File: src/rtl/core_pkg.sv
// Shared definitions for the pipelined ARM core front end.
//   NOP_INSTR     : bubble encoding (MOV r0,r0) placed in Decode when empty
//   RESET_PC      : default fetch address after reset
//   fetch_state_e : fetch FSM states
//   word_align()  : forces bits [1:0] of a branch target to zero
package core_pkg;

  localparam logic [31:0] NOP_INSTR = 32'hE1A0_0000;
  localparam logic [31:0] RESET_PC  = 32'h0000_0000;

  typedef enum logic [1:0] {
    FS_IDLE = 2'd0,  // no request outstanding
    FS_REQ  = 2'd1,  // request outstanding at the request address
    FS_HOLD = 2'd2,  // fetched word parked in the skid buffer
    FS_DROP = 2'd3   // outstanding request is stale; its data is thrown away
  } fetch_state_e;

  function automatic logic [31:0] word_align(input logic [31:0] addr);
    return {addr[31:2], 2'b00};
  endfunction

endpackage

File: src/rtl/fetch_skid.sv
// One-entry skid register holding a fetched {instruction, pc+8} pair while
// Decode is stalled or being flushed.
//   clk_i, rst_ni : clock, asynchronous active-low reset
//   load_i        : capture instr_i/pc8_i and mark the entry valid
//   unload_i      : entry consumed by Decode; mark it empty
//   clear_i       : discard the entry (redirect); wins over load_i
//   instr_i/pc8_i : word and pc+8 to capture
//   instr_o/pc8_o : stored word and pc+8
//   valid_o       : entry holds a word
module fetch_skid (
  input  logic        clk_i,
  input  logic        rst_ni,
  input  logic        load_i,
  input  logic        unload_i,
  input  logic        clear_i,
  input  logic [31:0] instr_i,
  input  logic [31:0] pc8_i,
  output logic [31:0] instr_o,
  output logic [31:0] pc8_o,
  output logic        valid_o
);
  import core_pkg::*;

  logic [31:0] instr_q, instr_d;
  logic [31:0] pc8_q, pc8_d;
  logic        valid_q, valid_d;

  // Next-state for the skid entry: clear/unload empty it, load fills it.
  always_comb begin
    instr_d = instr_q;
    pc8_d   = pc8_q;
    valid_d = valid_q;
    if (clear_i || unload_i) begin
      valid_d = 1'b0;
    end else if (load_i) begin
      instr_d = instr_i;
      pc8_d   = pc8_i;
      valid_d = 1'b1;
    end else begin
      valid_d = valid_q;
    end
  end

  // Skid entry storage.
  always_ff @(posedge clk_i or negedge rst_ni) begin
    if (!rst_ni) begin
      instr_q <= NOP_INSTR;
      pc8_q   <= 32'h0000_0000;
      valid_q <= 1'b0;
    end else begin
      instr_q <= instr_d;
      pc8_q   <= pc8_d;
      valid_q <= valid_d;
    end
  end

  assign instr_o = instr_q;
  assign pc8_o   = pc8_q;
  assign valid_o = valid_q;

endmodule

File: src/rtl/fetch_unit.sv
// Fetch stage: owns the fetch PC, the instruction-memory handshake and the
// Fetch->Decode register. Redirects, pending PC writes, stalls and flushes
// are absorbed here so Decode only sees real instructions or NOP bubbles.
//   clk, reset             : clock, asynchronous active-low reset
//   StallD / FlushD        : Decode hold / load-bubble controls
//   PCWrPendingF           : PC write in flight; issue no new fetch
//   BranchTakenD/TargetD   : early branch redirect
//   PCSrcW / ResultW       : writeback redirect (higher priority)
//   ImemReq/ImemAddr       : registered request to instruction memory
//   ImemAck/ImemRData      : read data return (may come same cycle)
//   InstrD/PCPlus8D/ValidD : Decode register
//   PCF                    : next fetch address
module fetch_unit #(
  parameter logic [31:0] RESET_PC  = core_pkg::RESET_PC,
  parameter logic [31:0] NOP_INSTR = core_pkg::NOP_INSTR
) (
  input  logic        clk,
  input  logic        reset,
  input  logic        StallD,
  input  logic        FlushD,
  input  logic        PCWrPendingF,
  input  logic        BranchTakenD,
  input  logic [31:0] BranchTargetD,
  input  logic        PCSrcW,
  input  logic [31:0] ResultW,
  output logic        ImemReq,
  output logic [31:0] ImemAddr,
  input  logic        ImemAck,
  input  logic [31:0] ImemRData,
  output logic [31:0] InstrD,
  output logic [31:0] PCPlus8D,
  output logic        ValidD,
  output logic [31:0] PCF
);
  import core_pkg::*;

  fetch_state_e state_q, state_d;
  logic [31:0]  pcf_q, pcf_d;
  logic [31:0]  req_addr_q, req_addr_d;
  logic [31:0]  instr_q, instr_d;
  logic [31:0]  pc8_q, pc8_d;
  logic         valid_q, valid_d;

  logic         redir_s;
  logic [31:0]  target_s;
  logic [31:0]  req_plus4_s;
  logic [31:0]  req_plus8_s;
  logic         start_fetch_s;
  logic [31:0]  start_addr_s;

  logic         skid_load_s;
  logic         skid_unload_s;
  logic         skid_clear_s;
  logic [31:0]  skid_instr_s;
  logic [31:0]  skid_pc8_s;
  logic         skid_valid_s;

  // Writeback redirect beats the early branch redirect.
  assign redir_s     = PCSrcW | BranchTakenD;
  assign target_s    = word_align(PCSrcW ? ResultW : BranchTargetD);
  assign req_plus4_s = req_addr_q + 32'd4;
  assign req_plus8_s = req_addr_q + 32'd8;

  fetch_skid u_skid (
    .clk_i    (clk),
    .rst_ni   (reset),
    .load_i   (skid_load_s),
    .unload_i (skid_unload_s),
    .clear_i  (skid_clear_s),
    .instr_i  (ImemRData),
    .pc8_i    (req_plus8_s),
    .instr_o  (skid_instr_s),
    .pc8_o    (skid_pc8_s),
    .valid_o  (skid_valid_s)
  );

  // FSM next state, fetch PC, request address, Decode register and skid control.
  always_comb begin
    state_d       = state_q;
    pcf_d         = pcf_q;
    req_addr_d    = req_addr_q;
    instr_d       = instr_q;
    pc8_d         = pc8_q;
    valid_d       = valid_q;
    skid_load_s   = 1'b0;
    skid_unload_s = 1'b0;
    skid_clear_s  = 1'b0;
    start_fetch_s = 1'b0;
    start_addr_s  = pcf_q;

    // Decode register default: a stall holds it; otherwise it gets a bubble
    // unless a word is delivered below. PCPlus8D is left alone for bubbles.
    if (redir_s || FlushD || !StallD) begin
      instr_d = NOP_INSTR;
      valid_d = 1'b0;
    end else begin
      instr_d = instr_q;
      valid_d = valid_q;
    end

    case (state_q)
      FS_IDLE: begin
        if (redir_s) begin
          pcf_d = target_s;
        end else if (PCWrPendingF) begin
          state_d = FS_IDLE;
        end else begin
          req_addr_d = pcf_q;
          state_d    = FS_REQ;
        end
      end

      FS_REQ: begin
        if (redir_s) begin
          pcf_d = target_s;
          if (ImemAck) begin
            start_fetch_s = 1'b1;
            start_addr_s  = target_s;
          end else begin
            state_d = FS_DROP;
          end
        end else if (ImemAck) begin
          pcf_d = req_plus4_s;
          // A flush owns the D register this edge, so the word is parked
          // and handed over the following cycle.
          if (StallD || FlushD) begin
            skid_load_s = 1'b1;
            state_d     = FS_HOLD;
          end else begin
            instr_d       = ImemRData;
            pc8_d         = req_plus8_s;
            valid_d       = 1'b1;
            start_fetch_s = 1'b1;
            start_addr_s  = req_plus4_s;
          end
        end else begin
          state_d = FS_REQ;
        end
      end

      FS_HOLD: begin
        if (redir_s) begin
          skid_clear_s  = 1'b1;
          pcf_d         = target_s;
          start_fetch_s = 1'b1;
          start_addr_s  = target_s;
        end else if (!StallD && !FlushD) begin
          instr_d       = skid_instr_s;
          pc8_d         = skid_pc8_s;
          valid_d       = skid_valid_s;
          skid_unload_s = 1'b1;
          start_fetch_s = 1'b1;
          start_addr_s  = pcf_q;
        end else begin
          state_d = FS_HOLD;
        end
      end

      FS_DROP: begin
        if (redir_s) begin
          pcf_d = target_s;
        end else begin
          pcf_d = pcf_q;
        end
        // The stale word is never used; once it lands, fetch the live PC.
        if (ImemAck) begin
          start_fetch_s = 1'b1;
          start_addr_s  = redir_s ? target_s : pcf_q;
        end else begin
          state_d = FS_DROP;
        end
      end

      default: begin
        state_d = FS_IDLE;
      end
    endcase

    // Common "begin fetching at start_addr_s" rule: issue unless a PC write
    // is pending, in which case park in IDLE with the address in PCF.
    if (start_fetch_s) begin
      pcf_d = start_addr_s;
      if (PCWrPendingF) begin
        state_d = FS_IDLE;
      end else begin
        state_d    = FS_REQ;
        req_addr_d = start_addr_s;
      end
    end else begin
      req_addr_d = req_addr_d;
    end
  end

  // State, PC, request address and Decode register.
  always_ff @(posedge clk or negedge reset) begin
    if (!reset) begin
      state_q    <= FS_IDLE;
      pcf_q      <= RESET_PC;
      req_addr_q <= RESET_PC;
      instr_q    <= NOP_INSTR;
      pc8_q      <= 32'h0000_0000;
      valid_q    <= 1'b0;
    end else begin
      state_q    <= state_d;
      pcf_q      <= pcf_d;
      req_addr_q <= req_addr_d;
      instr_q    <= instr_d;
      pc8_q      <= pc8_d;
      valid_q    <= valid_d;
    end
  end

  // Request is a pure decode of the state register, so no input reaches it.
  assign ImemReq  = (state_q == FS_REQ) || (state_q == FS_DROP);
  assign ImemAddr = req_addr_q;
  assign InstrD   = instr_q;
  assign PCPlus8D = pc8_q;
  assign ValidD   = valid_q;
  assign PCF      = pcf_q;

endmodule

File: config.mk
export PLATFORM = sky130hd
export DESIGN_NAME = fetch_unit
export DESIGN_NICKNAME = d
export VERILOG_FILES = /design/src/rtl/core_pkg.sv /design/src/rtl/fetch_skid.sv /design/src/rtl/fetch_unit.sv
export SDC_FILE = /design/constraint.sdc
export NUM_CORES = 1
export LEC_CHECK = 0
export CORE_MARGIN = 2
export CORE_UTILIZATION = 30
export DETAILED_ROUTE_END_ITERATION = 7
export PLACE_DENSITY_LB_ADDON = 0.15
export SLEW_MARGIN = 10
export SYNTH_ARGS = -nofsm -noshare
export SYNTH_HDL_FRONTEND = slang
export SYNTH_SLANG_ARGS = --single-unit
export TNS_END_PERCENT = 100
File: constraint.sdc
create_clock -name clk -period 5.6 [get_ports clk]
set_clock_uncertainty 0.05 [all_clocks]
set_input_delay 1.68 -clock clk [delete_from_list [all_inputs] [get_ports clk]]
set_output_delay 1.68 -clock clk [all_outputs]
set_load 0.005 [all_outputs]
==> flow_metrics.py, run 1 <==
metrics = {
    "sta": {
        "timing.hold.ws_ns": 0.408,
        "finalMaxSlewViolations": 0,
        "worst_pin_slew_ns": 1.00,
        "min_period_ns": 4.18,
        "timing.final.crit_share_pct": 74.7,
        "setup_ws_ns": 1.42,
        "relSlewSlack_pct": 33.3,
        "hold_violations": 0,
        "finalSetupViolations": 0,
        "max_freq_ghz": 0.239,
        "fin_tns_setup_ns": 0,
        "rsz0062_at_grt": "false",
    },
    "cts": {
        "clk_pin_slew_ns": 0.08,
        "insertion_delay_ns": 0.47,
        "cts_tree": "built",
        "cts_sinks": 196,
        "cts-root-buf": "clkbuf_16",
        "numCtsBuffers": 17,
        "clk_path_buf_depth": 2,
        "cts_max_level": 4,
        "cts_resized": 0,
        "cts_setup_buffers": 0,
        "postCtsHoldBufs": 0,
    },
    "setup_path": {
        "path_class": "input port to register",
        "cp-end-kind": "register",
        "arrival_ns": 4.46,
        "crit_fanout": 11,
        "critPathSlowestCell": "nor2_1",
        "slowest_delay_ns": 0.71,
        "cp-start-kind": "input port",
        "crit_path_cell_trace": "clkdlybuf4s50_1 > or2_1 > nor2_1 > nand2_1 > buf_4 > nor3_1 > a211oi_2",
        "required_ns": 5.88,
    },
    "floorplanning": {
        "rows": 73,
        "dieHeight_um": 206,
        "die_area_sq_mm": 0.0424,
        "die_w_um": 206,
        "core-area_sq_mm": 0.0400,
        "initial_core_util_pct": 30.6,
        "io_pins": 234,
    },
    "global_routing": {
        "grt_antenna_before_repair": 2,
        "grt_pass1_vias": 12400,
        "grt_max_degree": 106,
        "grt_use_total_pct": 23.8,
        "grt_first_pass_wirelength_um": 76500,
        "overflow": 0,
    },
    "finish": {
        "seqCellArea_sq_mm": 0.00492,
        "fillers": 4131,
        "final_common_cell": "nand2_1",
        "final_cell_mix": "nand2_1, clkdlybuf4s50_1, dfrtp_1",
        "final_area_sq_mm": 0.0156,
        "multi_input_area_sq_mm": 0.00667,
        "drive_gt1_share_pct": 7.12,
        "layout.nets": 1798,
        "area_growth_pct": 27.7,
    },
    "placement": {
        "hpwlAfterDp_um": 34800,
        "pre_cts_slack_ns": 1.02,
        "place.gp.congestion": 0.953,
        "placed_area_sq_mm": 0.0151,
        "port_buffers": 229,
    },
    "synth": {
        "synth_cells": 1519,
        "async_reset_ff_share_pct": 100,
        "synth-seq-cells": 196,
        "avgSynthCellArea_sq_um": 8.05,
        "synth.distinct_cells": 74,
        "syn_area_sq_mm": 0.0122,
        "yosysWarnings": 0,
        "seq_area_frac_synth_pct": 40.2,
        "synth_edf_count": 0,
        "synth_ff_type": "dfrtp_1",
        "syn_nets": 1630,
    },
    "outcome": {
        "status": "completed",
    },
    "drt": {
        "drt_iter0_markers": 1312,
        "via_per_inst": 5.68,
        "wire_per_inst_um": 22.5,
        "routed_wl_um": 50100,
        "ant_nets": 0,
        "route.detailed.drc": 0,
        "vias": 12600,
        "first_pass_iters": 6,
    },
    "power_and_ir_drop": {
        "p_seq_share_pct": 35.2,
        "p_sw_w": 0.00358,
        "peakVddDrop_uv": 214,
        "intPower_w": 0.00431,
        "p_leak_nw": 6.11,
        "p_per_area_mw_per_mm2": 505,
        "swShare_pct": 45.4,
        "share_comb_of_total_power_pct": 49.6,
        "power.share.clock_pct": 15.2,
    },
    "worst_hold_path": {
        "hold_class": "register to register",
    },
    "flow_run": {
        "cap_violations": 0,
    },
}
-- flip-flops by register name, summed over array words and instances, names as in the netlist --
name            flops
u_skid.valid_o      1
u_skid.instr_o     32
state_q             2
InstrD             32
PCPlus8D           32
PCF                32
ImemAddr           32
u_skid.pc8_o       32
ValidD              1
-- through the flow --
step                      utilization [%]  std cells  power (W)
final                                39.1       2226    0.00789
after global routing                 39.0       2225    0.00844
after CTS                            39.0       2225    0.00791
after detailed placement             37.7       2193    0.00668
after global placement               37.7       2193    0.00663
after floorplan                         -       1519    0.00477
-- routing by layer --
layer	vias up	wire (um)	track usage (%)
li1	5839	-	-
met1	6063	22100	32.8
met2	640	22100	36.8
met3	98	4310	5.08
met4	0	1660	8.52
met5	-	0	0
-- synth_stat cells, types with 8 or more instances --
library cell / count / area share (%)
a211oi_1: 44 / 2.7
a21oi_1: 108 / 4.4
a221oi_1: 17 / 1.2
a22oi_1: 43 / 2.6
a31oi_1: 27 / 1.4
buf_1: 12 / 0.37
buf_2: 15 / 0.61
clkbuf_1: 98 / 3.0
dfrtp_1: 184 / 38
dfstp_2: 12 / 2.6
inv_1: 42 / 1.3
mux2_1: 10 / 0.92
mux2_2: 11 / 1.0
mux2i_1: 22 / 1.8
nand2_1: 257 / 7.9
nand2b_1: 8 / 0.41
nand3_1: 26 / 1.1
nand4_1: 17 / 0.87
nor2_1: 93 / 2.9
nor2b_1: 36 / 1.8
nor3_1: 27 / 1.1
nor4_1: 11 / 0.56
o211ai_1: 11 / 0.68
o21ai_0: 121 / 5.0
o21ai_1: 53 / 2.2
o221ai_1: 15 / 1.1
o22ai_1: 43 / 2.2
or3_1: 11 / 0.56
xnor2_1: 31 / 2.2
xor2_1: 12 / 0.86
-- worst paths after layout --
path	cells past startpoint	slack, ns	from	to
setup / recovery	7	1.42	BranchTakenD	PCF[31]$_DFFE_PN0P_
hold / removal	2	0.41	u_skid.instr_o[31]$_DFFE_PN1P_	u_skid.instr_o[31]$_DFFE_PN1P_
setup reg to reg	7	2.15	ImemAddr[2]$_DFF_PN0_	PCF[28]$_DFFE_PN0P_
hold reg to reg	2	0.41	u_skid.instr_o[31]$_DFFE_PN1P_	u_skid.instr_o[31]$_DFFE_PN1P_
max in group asynchronous	2	3.13	reset	PCF[7]$_DFFE_PN0P_
min in group asynchronous	1	1.29	reset	PCPlus8D[17]$_DFFE_PN0P_
-- kinds of logic (layout without fill, tap and decap cells) --
group,count (synthesis),after routing,synth area share [%]
multiplexers,43,43,3.73
AND/OR/NAND/NOR,520,520,19.3
adder cells (fa/ha/maj),7,7,0.716
other,0,1,0
AO/OA/AOI/OAI,536,536,27.3
flip-flops,196,196,40.2
buffers and inverters,174,355,5.62
XOR/XNOR,43,43,3.08
-- layout make-up --
class,count,share of cell area (%)
sequential,196,31.5
tap,525,4.20
timing repair buffer,278,17.1
clock inverter,11,0.601
antenna,1,0.0160
multi-input combinational,1149,42.7
clock buffer,21,2.82
inverter,45,1.08
-- power by group through the flow --
| stage | Combinational (W) | Sequential (W) | Clock, W |
|---|---|---|---|
| 6_report | 0.00392 | 0.00278 | 0.00120 |
| 5_1_grt | 0.00429 | 0.00287 | 0.00129 |
| 4_1_cts | 0.00391 | 0.00277 | 0.00123 |
| 3_5_place_dp | 0.00388 | 0.00279 | 0 |
| 3_3_place_gp | 0.00385 | 0.00278 | 0 |
| 2_1_floorplan | 0.00232 | 0.00245 | 0 |
-- worst max-delay path: cells and delay by family --
kind,cells,cell delay [ns]
and+or+nand+nor,4,1.82
buffers and inverters,2,0.91
AOI/OAI and AO/OA,1,0.05
Power figures use the tool's default switching activity.
==> inputs of run 2 (changes only) <==
clock period = 4 ns   (was 5.6 ns; I/O delays follow)
==> run 2 against run 1 <==
  * Hold slack worse by 0.0018 ns
  * Highest routed layer unchanged
  * Global-route usage hardly changed
  * Critical path depth stayed put
  * Critical path type unchanged
  * Register-to-register slack worse by 1.1 ns
  * Combinational power is 45% higher
  * Core utilization is 0.86 points higher
  * Non-clock buffer count is 33 higher
==> flow_metrics.py, run 2 (synthesis gave the netlist of run 1 again) <==
metrics = {
    "worst_hold_path": {
        "hold_class": "register to register",
        "min_from": "u_skid.instr_o[24]$_DFFE_PN1P_",
    },
    "sta": {
        "max_freq_ghz": 0.283,
        "setup_ws_ns": 0.466,
        "finalSetupViolations": 0,
        "timing.hold.ws_ns": 0.407,
        "hold_violations": 0,
        "worst_pin_slew_ns": 0.940,
        "finalMaxSlewViolations": 0,
        "fin_tns_setup_ns": 0,
        "rsz0062_at_grt": "false",
        "relSlewSlack_pct": 37.3,
        "timing.final.crit_share_pct": 88.4,
        "min_period_ns": 3.53,
    },
    "cts": {
        "clk_path_buf_depth": 2,
        "clk_pin_slew_ns": 0.08,
        "cts_sinks": 196,
        "cts_max_level": 4,
        "postCtsHoldBufs": 0,
        "cts_resized": 0,
        "insertion_delay_ns": 0.47,
        "numCtsBuffers": 17,
        "cts_setup_buffers": 0,
        "cts-root-buf": "clkbuf_16",
        "cts_tree": "built",
    },
    "drt": {
        "routed_wl_um": 51000,
        "vias": 12700,
        "drt_iter0_markers": 1014,
        "ant_nets": 0,
        "via_per_inst": 5.62,
        "wire_per_inst_um": 22.6,
        "route.detailed.drc": 0,
        "first_pass_iters": 6,
    },
    "finish": {
        "seqCellArea_sq_mm": 0.00492,
        "final_cell_mix": "nand2_1, clkdlybuf4s50_1, dfrtp_1",
        "layout.nets": 1831,
        "drive_gt1_share_pct": 9.06,
        "final_common_cell": "nand2_1",
        "stdcell_count": 2259,
        "area_growth_pct": 30.6,
        "fillers": 4058,
        "multi_input_area_sq_mm": 0.00667,
    },
    "placement": {
        "pre_cts_slack_ns": 0.127,
        "port_buffers": 229,
        "dp.cells": 2226,
        "place.gp.congestion": 0.945,
        "hpwlAfterDp_um": 36000,
    },
    "global_routing": {
        "grt_pass1_vias": 12100,
        "grt_use_total_pct": 23.8,
        "grt_max_degree": 85,
        "grt_first_pass_wirelength_um": 75900,
        "grt_antenna_before_repair": 0,
        "overflow": 0,
    },
    "floorplanning": {
        "rows": 73,
        "die_w_um": 206,
        "io_pins": 234,
        "dieHeight_um": 206,
        "die_area_sq_mm": 0.0424,
        "core-area_sq_mm": 0.0400,
        "initial_core_util_pct": 30.6,
    },
    "power_and_ir_drop": {
        "peakVddDrop_uv": 288,
        "p_per_area_mw_per_mm2": 710,
        "p_leak_nw": 6.31,
        "power_w": 0.0113,
    },
    "setup_path": {
        "cp-start-kind": "input port",
        "arrival_ns": 3.82,
        "required_ns": 4.29,
        "path_buf_inv": 1,
        "critPathSlowestCell": "o31ai_1",
        "crit_path_cell_trace": "clkdlybuf4s50_1 > or2_1 > nor3_1 > o31ai_1 > a211oi_1 > a2111oi_0 > a21oi_1",
        "slowest_delay_ns": 0.79,
        "r2r_slack_ns": 1.01,
        "crit_family": "compound AO/OA/AOI/OAI gates",
        "path_class": "input port to register",
        "rr_startpoint": "state_q[0]$_DFFE_PN0P_",
        "cp-end-kind": "register",
        "startpoint": "FlushD",
        "crit_fanout": 7,
    },
    "flow_run": {
        "cap_violations": 0,
    },
    "outcome": {
        "status": "completed",
    },
}
-- run 2: metrics by stage --
stage | cell area, sq um | util [%]
after detailed placement | 15400 | 38.4
after floorplan | 12200 | -
after global routing | 16000 | 39.9
final | 16000 | 39.9
after global placement | 15400 | 38.4
after CTS | 16000 | 39.9
-- run 2: area by class of cell --
cell class | instances | area share (%)
inverter | 45 | 1.06
timing repair buffer | 311 | 18.5
clock inverter | 14 | 1.03
tap | 525 | 4.11
multi-input combinational | 1149 | 41.8
clock buffer | 18 | 2.69
sequential | 196 | 30.8
antenna | 1 | 0.0157
-- run 2: path summary, 6_finish.rpt --
kind,endpoint,cells past startpoint
max,PCF[16]$_DFFE_PN0P_,7
min,u_skid.instr_o[24]$_DFFE_PN1P_,2
max reg2reg,PCF[16]$_DFFE_PN0P_,7
min reg2reg,u_skid.instr_o[24]$_DFFE_PN1P_,2
max in group asynchronous,ImemAddr[17]$_DFF_PN0_,2
min in group asynchronous,InstrD[3]$_DFF_PN0_,1
-- run 2: worst reg2reg max path, stage by stage (launching register included) --
cell,delay [ns]
dfrtp_1,0.42
inv_1,0.14
ha_1,0.59
nor3_1,0.23
o31ai_1,0.79
a211oi_1,0.11
a2111oi_0,0.44
a21oi_1,0.09
-- run 2: where the power goes --
part           internal, W  total (W)  switching (W)
clock network     0.000894    0.00181       0.000913
logic              0.00250    0.00567        0.00317
registers          0.00283    0.00385        0.00102
-- run 2: layer usage --
metal  vias up  track usage (%)  wire length [um]
met5         -                0                 0
met4         0             7.63              1430
met3        91             4.26              3960
met2       607             37.4             23100
met1      6088             33.3             22600
li1       5903                -                 -
